## src/rtl/regfile_param.sv

```systemverilog
// DEPTH x DATA_W register file: one write port, two registered read ports with
// write-first bypass, optional hardwired-zero register 0 and a sequenced bulk clear.
module regfile_param #(
  parameter int unsigned DATA_W   = 32,
  parameter int unsigned DEPTH    = 32,
  parameter int unsigned ADDR_W   = 5,
  parameter int unsigned ZERO_REG = 1
) (
  input  logic              clk,
  input  logic              rst,
  input  logic              regwrite,
  input  logic [ADDR_W-1:0] wr_addr,
  input  logic [DATA_W-1:0] wr_data,
  input  logic [ADDR_W-1:0] rd_addr_a,
  input  logic [ADDR_W-1:0] rd_addr_b,
  output logic [DATA_W-1:0] rd_data_a,
  output logic [DATA_W-1:0] rd_data_b,
  input  logic              clr_req,
  output logic              busy,
  output logic              wr_drop
);

  localparam logic [ADDR_W-1:0] LastIdx = ADDR_W'(DEPTH - 1);
  localparam bit                HasZero = (ZERO_REG != 0);

  typedef enum logic {
    IDLE  = 1'b0,
    CLEAR = 1'b1
  } state_e;

  state_e            state_q, state_d;
  logic [ADDR_W-1:0] idx_q, idx_d;
  logic              busy_q, busy_d;
  logic              wr_drop_q, wr_drop_d;
  logic [DATA_W-1:0] rd_a_q, rd_a_d;
  logic [DATA_W-1:0] rd_b_q, rd_b_d;
  logic [DATA_W-1:0] mem_q [DEPTH];

  logic zero_wr;
  logic wr_en;
  logic clr_en;

  // Writes to the hardwired zero register are discarded without a drop pulse.
  assign zero_wr = HasZero && (wr_addr == '0);
  assign wr_en   = regwrite && !busy_q && !zero_wr;
  assign clr_en  = (state_q == CLEAR);

  always_ff @(posedge clk) begin
    if (rst) begin
      state_q <= IDLE;
      idx_q   <= '0;
    end else begin
      state_q <= state_d;
      idx_q   <= idx_d;
    end
  end

  // Sweep terminates on an explicit compare, never on index overflow.
  always_comb begin
    state_d = state_q;
    idx_d   = idx_q;
    case (state_q)
      IDLE: begin
        if (clr_req) begin
          state_d = CLEAR;
          idx_d   = '0;
        end
      end
      CLEAR: begin
        idx_d = idx_q + ADDR_W'(1);
        if (idx_q == LastIdx) begin
          state_d = IDLE;
        end
      end
      default: state_d = IDLE;
    endcase
  end

  // Read data reflects the array as it stands after this edge's write or clear.
  always_comb begin
    busy_d    = (state_d == CLEAR);
    wr_drop_d = regwrite && busy_q && !zero_wr;

    rd_a_d = mem_q[rd_addr_a];
    if (wr_en && (wr_addr == rd_addr_a)) rd_a_d = wr_data;
    if (clr_en && (idx_q == rd_addr_a)) rd_a_d = '0;
    if (HasZero && (rd_addr_a == '0)) rd_a_d = '0;

    rd_b_d = mem_q[rd_addr_b];
    if (wr_en && (wr_addr == rd_addr_b)) rd_b_d = wr_data;
    if (clr_en && (idx_q == rd_addr_b)) rd_b_d = '0;
    if (HasZero && (rd_addr_b == '0)) rd_b_d = '0;
  end

  always_ff @(posedge clk) begin
    if (rst) begin
      for (int i = 0; i < int'(DEPTH); i++) begin
        mem_q[i] <= '0;
      end
    end else begin
      if (wr_en) mem_q[wr_addr] <= wr_data;
      if (clr_en) mem_q[idx_q] <= '0;
    end
  end

  always_ff @(posedge clk) begin
    if (rst) begin
      busy_q    <= 1'b0;
      wr_drop_q <= 1'b0;
      rd_a_q    <= '0;
      rd_b_q    <= '0;
    end else begin
      busy_q    <= busy_d;
      wr_drop_q <= wr_drop_d;
      rd_a_q    <= rd_a_d;
      rd_b_q    <= rd_b_d;
    end
  end

  assign rd_data_a = rd_a_q;
  assign rd_data_b = rd_b_q;
  assign busy      = busy_q;
  assign wr_drop   = wr_drop_q;

endmodule

```

## config.mk

```make
export PLATFORM = sky130hd
export DESIGN_NAME = regfile_param
export DESIGN_NICKNAME = d
export VERILOG_FILES = /design/src/rtl/regfile_param.sv
export SDC_FILE = /design/constraint.sdc
export NUM_CORES = 2
export LEC_CHECK = 0
export CORE_ASPECT_RATIO = 1.2
export CORE_UTILIZATION = 40
export CTS_CLUSTER_SIZE = 14
export DETAILED_ROUTE_END_ITERATION = 6
export SLEW_MARGIN = 25
export SYNTH_ARGS = -nofsm -noshare
export SYNTH_HDL_FRONTEND = slang
export SYNTH_SLANG_ARGS = --single-unit
```

## constraint.sdc

```tcl
create_clock -name clk -period 3.04 [get_ports clk]
set_input_delay 0.456 -clock clk [delete_from_list [all_inputs] [get_ports clk]]
set_output_delay 0.456 -clock clk [all_outputs]
set_load 0.02 [all_outputs]
```

Word-level counts from Yosys, hierarchy flattened
Memory sizes are Yosys's and may differ from the RTL's. A register that Yosys moved wholly into a read port is not among the register bits. Index checks and enable logic that the tools add are counted.

Register bits after elaboration: 7. Bits in writable memories: 1024. Output and inout bits: 66. Memories: 1.

$add $sub $neg: 1. Eq/ne operators: 4. Multiplexer cells: 19. Bitwise gates (word level): 1. Reductions and logical operators: 15.

Memory list: mem_q (depth 32, bits a word 32, read ports 2, clocked after memory_dff 2, write ports 32, RTL line 37) `logic [DATA_W-1:0] mem_q [DEPTH];`.

Operators by type and width (count): 32-bit two-way mux (2); 32-bit OR reduction (2); 5-bit zero test (3); 5-bit two-way mux (3); 1-bit two-way mux (12); 5-bit equality test (2); 5-bit case mux with 2 select lines (1); 1-bit logical AND (6); 3-bit OR reduction (2); 5-bit by 1-bit adder with 5-bit output (second input constant) (1); 5-bit equality test (second input constant) (1); 1-bit zero test (2); 2-bit inequality test (second input constant) (1); 1-bit case mux with 2 select lines (1); 1-bit NOT (1).

Logic depth before layout (Yosys ltp)
Word-level depth: 9. Depth in mapped cells: 11.

Worst setup path before layout
OpenSTA, ideal clock, no wires.

Path kind: in2reg. Start: input rst. End: memory mem_q[14][0] (enable). Setup time: 0.394 ns. Arrival time: 2.342 ns. Required time: 2.646 ns. Setup slack: 0.304 ns. Stages on the path: 8. Path buffers: 3. Path through: nand2b_1 > buf_2 > buf_4 > o22ai_1 > nor2b_1 > clkbuf_1 > nand2_1 > nand2b_1.

RTL lines: start, declared (RTL line 10) `input logic rst,`; end, declared (RTL line 37).

==> metrics.cfg <==
[route]
routed_via_density = 6.33
drtAntennaViolNets = 0
vias = 36900
detail_route.iter0.violations = 4983
first_pass_iters = 5
wl_per_cell_um = 33.1
totalWireLength_um = 193000
drc = 0

[timing]
post-route-period-util_pct = 89.3
rsz0062_at_grt = false
slew_viol_final = 0
finalHoldViolCount = 0
finalSetupViolCount = 0
finalSetupTns_ps = 0
skew_ps = 27.9
tightest_slew_ps = 762
period_minus_slack_ps = 2710
fmax_mhz = 368
relSlewSlack_pct = 49.0

[power_and_ir_drop]
power_frac_seq_pct = 48.6
switching_power_w = 0.00897
total_leakage_power_nw = 22.6
pwr-share-clk_pct = 38.7
comb_power_share_pct = 12.7
ir_drop_v = 0.000457
p_sw_share_pct = 25.0
p_int_w = 0.0268
power.density_nw_per_um2 = 560

[cts]
clk_latency_ps = 740
ctsHtreeMaxLevel = 3
post-cts-setup-buffer-count = 0
clockBufferDepth = 3
post_cts_resize_count = 0
root_buffer = clkbuf_16
clock-sinks = 1095
clk_pin_slew_ps = 60
cts_made_buffers = 111
hold_buffers = 0
cts_tree = done

[grt]
grt_pass1_vias = 36800
overflow = 0
grt.total_usage_pct = 28.6
grt_pass1_wl_um = 271000
grt_max_degree = 63
antenna_found_initial = 4

[layout]
layout.nets = 4022
area_growth_pct = 19.2
fill_cells = 11400
drive_above_1_share_pct = 27.2
stdcell_area_um2 = 64000

[yosys]
synth_cells = 3738
ys_top_cells_by_count = edfxtp_1 (1,024), nor2_1 (1,023), mux4_2 (460)
synth_edf_count = 1024
yosys.area.top_type = edfxtp_1
avgSynthCellArea_um2 = 14.4
synthFlopType = edfxtp_1
synth_top_area_share_pct = 57.3
ys_seq_area_share_pct = 59.9
yosys-top-cells-area = edfxtp_1 (57%), mux4_2 (19%), nor2_1 (7.2%)
ys_ff_latch = 1095
synth_cell_types = 49
netlist_area_um2 = 53700
yosysMostFrequentCell = edfxtp_1
synthArstFlopShare_pct = 0
yosys_warnings = 0

[setup_path]
crit_fanout = 14
crit_buf_inv = 2
crit_chain = or3_1 > o22ai_1 > nor2b_1 > buf_4 > nand2_2 > nand2b_2 > buf_12
max_stage_delay_ps = 570
required_ps = 3460
startpoint_type = register
crit_type = reg -> reg
arrival_ps = 3130
cp_top_family = simple AND/OR/NAND/NOR gates
crit_slowest_cell = o22ai_1
endpoint_kind = register

[floorplanning]
die_area_um2 = 136000
pin_count = 117
start_util_pct = 40.5
core_area_um2 = 133000
rows = 146
die_h_um = 403
dieWidth_um = 336

[place]
place_area_um2 = 60400
gp_congestion = 0.886
port_buffers = 116
dp_hpwl_um = 127000

[outcome]
outcome = completed

[worst_hold_path]
hp-class = in -> reg

[run]
drv_cap = 0

## state kept, by name (all words and copies together) (netlist names)
name       flops
rd_data_b     32
rd_data_a     32
busy           1
wr_drop        1
idx_q          5
mem_q       1024
## tightest hold or removal path, cell delays in order
cell and delay, ps:
clkdlybuf4s50_1 450, o21ai_2 90, buf_4 110, nor2_1 40
## worst paths after layout
check,start,to,slack (ps),cells after the start
setup reg to reg,busy,mem_q[26][31],330,7
hold reg to reg,idx_q[2],idx_q[2],640,2
setup / recovery,busy,mem_q[26][31],330,7
hold / removal,regwrite,wr_drop,450,4
## final cells by class
type	count	area, um^2	area share, %
Sequential cell	1095	32200	50.3
Multi-Input combinational cell	2268	19800	30.9
Timing Repair Buffer	490	6180	9.66
Clock buffer	139	2910	4.55
Tap cell	1776	2220	3.47
Clock inverter	67	681	1.06
Inverter	3	11.3	0.0176
Antenna cell	1	2.50	0.00391
## per-layer routing
| metal | track usage [%] | wire, um | vias to the layer above |
|---|---|---|---|
| met5 | 0 | 13 | - |
| met1 | 36.4 | 68300 | 18900 |
| li1 | - | - | 14900 |
| met4 | 13.7 | 9990 | 2 |
| met2 | 45.9 | 91900 | 2606 |
| met3 | 7.00 | 23000 | 526 |
## placed cells by master (no fill, tap or decap), types with 7 or more instances in the layout
master           count
edfxtp_1          1024
nor2_1            1023
mux4_2             460
o22ai_1            236
buf_4              199
buf_12             175
clkdlybuf4s50_1    112
clkbuf_16          111
mux2i_1            103
dfxtp_1             71
a22oi_1             66
nand2_1             55
or4_1               52
nand2b_2            34
conb_1              32
nand2_2             31
nand3_1             25
clkbuf_1            25
clkinv_2            22
o22ai_2             20
clkinv_1            18
xnor2_1             16
nand4_1             14
a211oi_1            14
bufinv_16           12
nor3b_1              7
nor2b_1              7
a311oi_1             7
## through the flow
stage,power [W],std cells,utilization [%],hold slack (ps),setup WS [ps]
3_3_place_gp,0.0222,5632,45.5,605,-267
6_report,0.0358,5839,48.2,452,325
3_5_place_dp,0.0222,5632,45.5,631,-206
4_1_cts,0.0359,5838,48.2,409,258
5_1_grt,0.0366,5838,48.2,456,255
2_1_floorplan,0.0201,3769,-,551,304
## power groups by stage
stage	combinational (W)	sequential, W	clock, W
global placement	0.00447	0.0177	0
CTS	0.00450	0.0174	0.0139
global route	0.00469	0.0175	0.0145
finish	0.00455	0.0174	0.0139
floorplan	0.00238	0.0177	0
detailed placement	0.00449	0.0177	0
## logic make-up after synthesis
family,Yosys count,share of synthesized area [%]
and+or+nand+nor,1278,9.82
DFF,1095,59.9
muxes,570,21.4
buffers and inverters,406,3.74
AOI/OAI and AO/OA,365,4.72
xor gates and xnor gates,21,0.343
adders and majority gates,2,0.0466
other,1,0.00699
(Power assumes the default switching activity.)
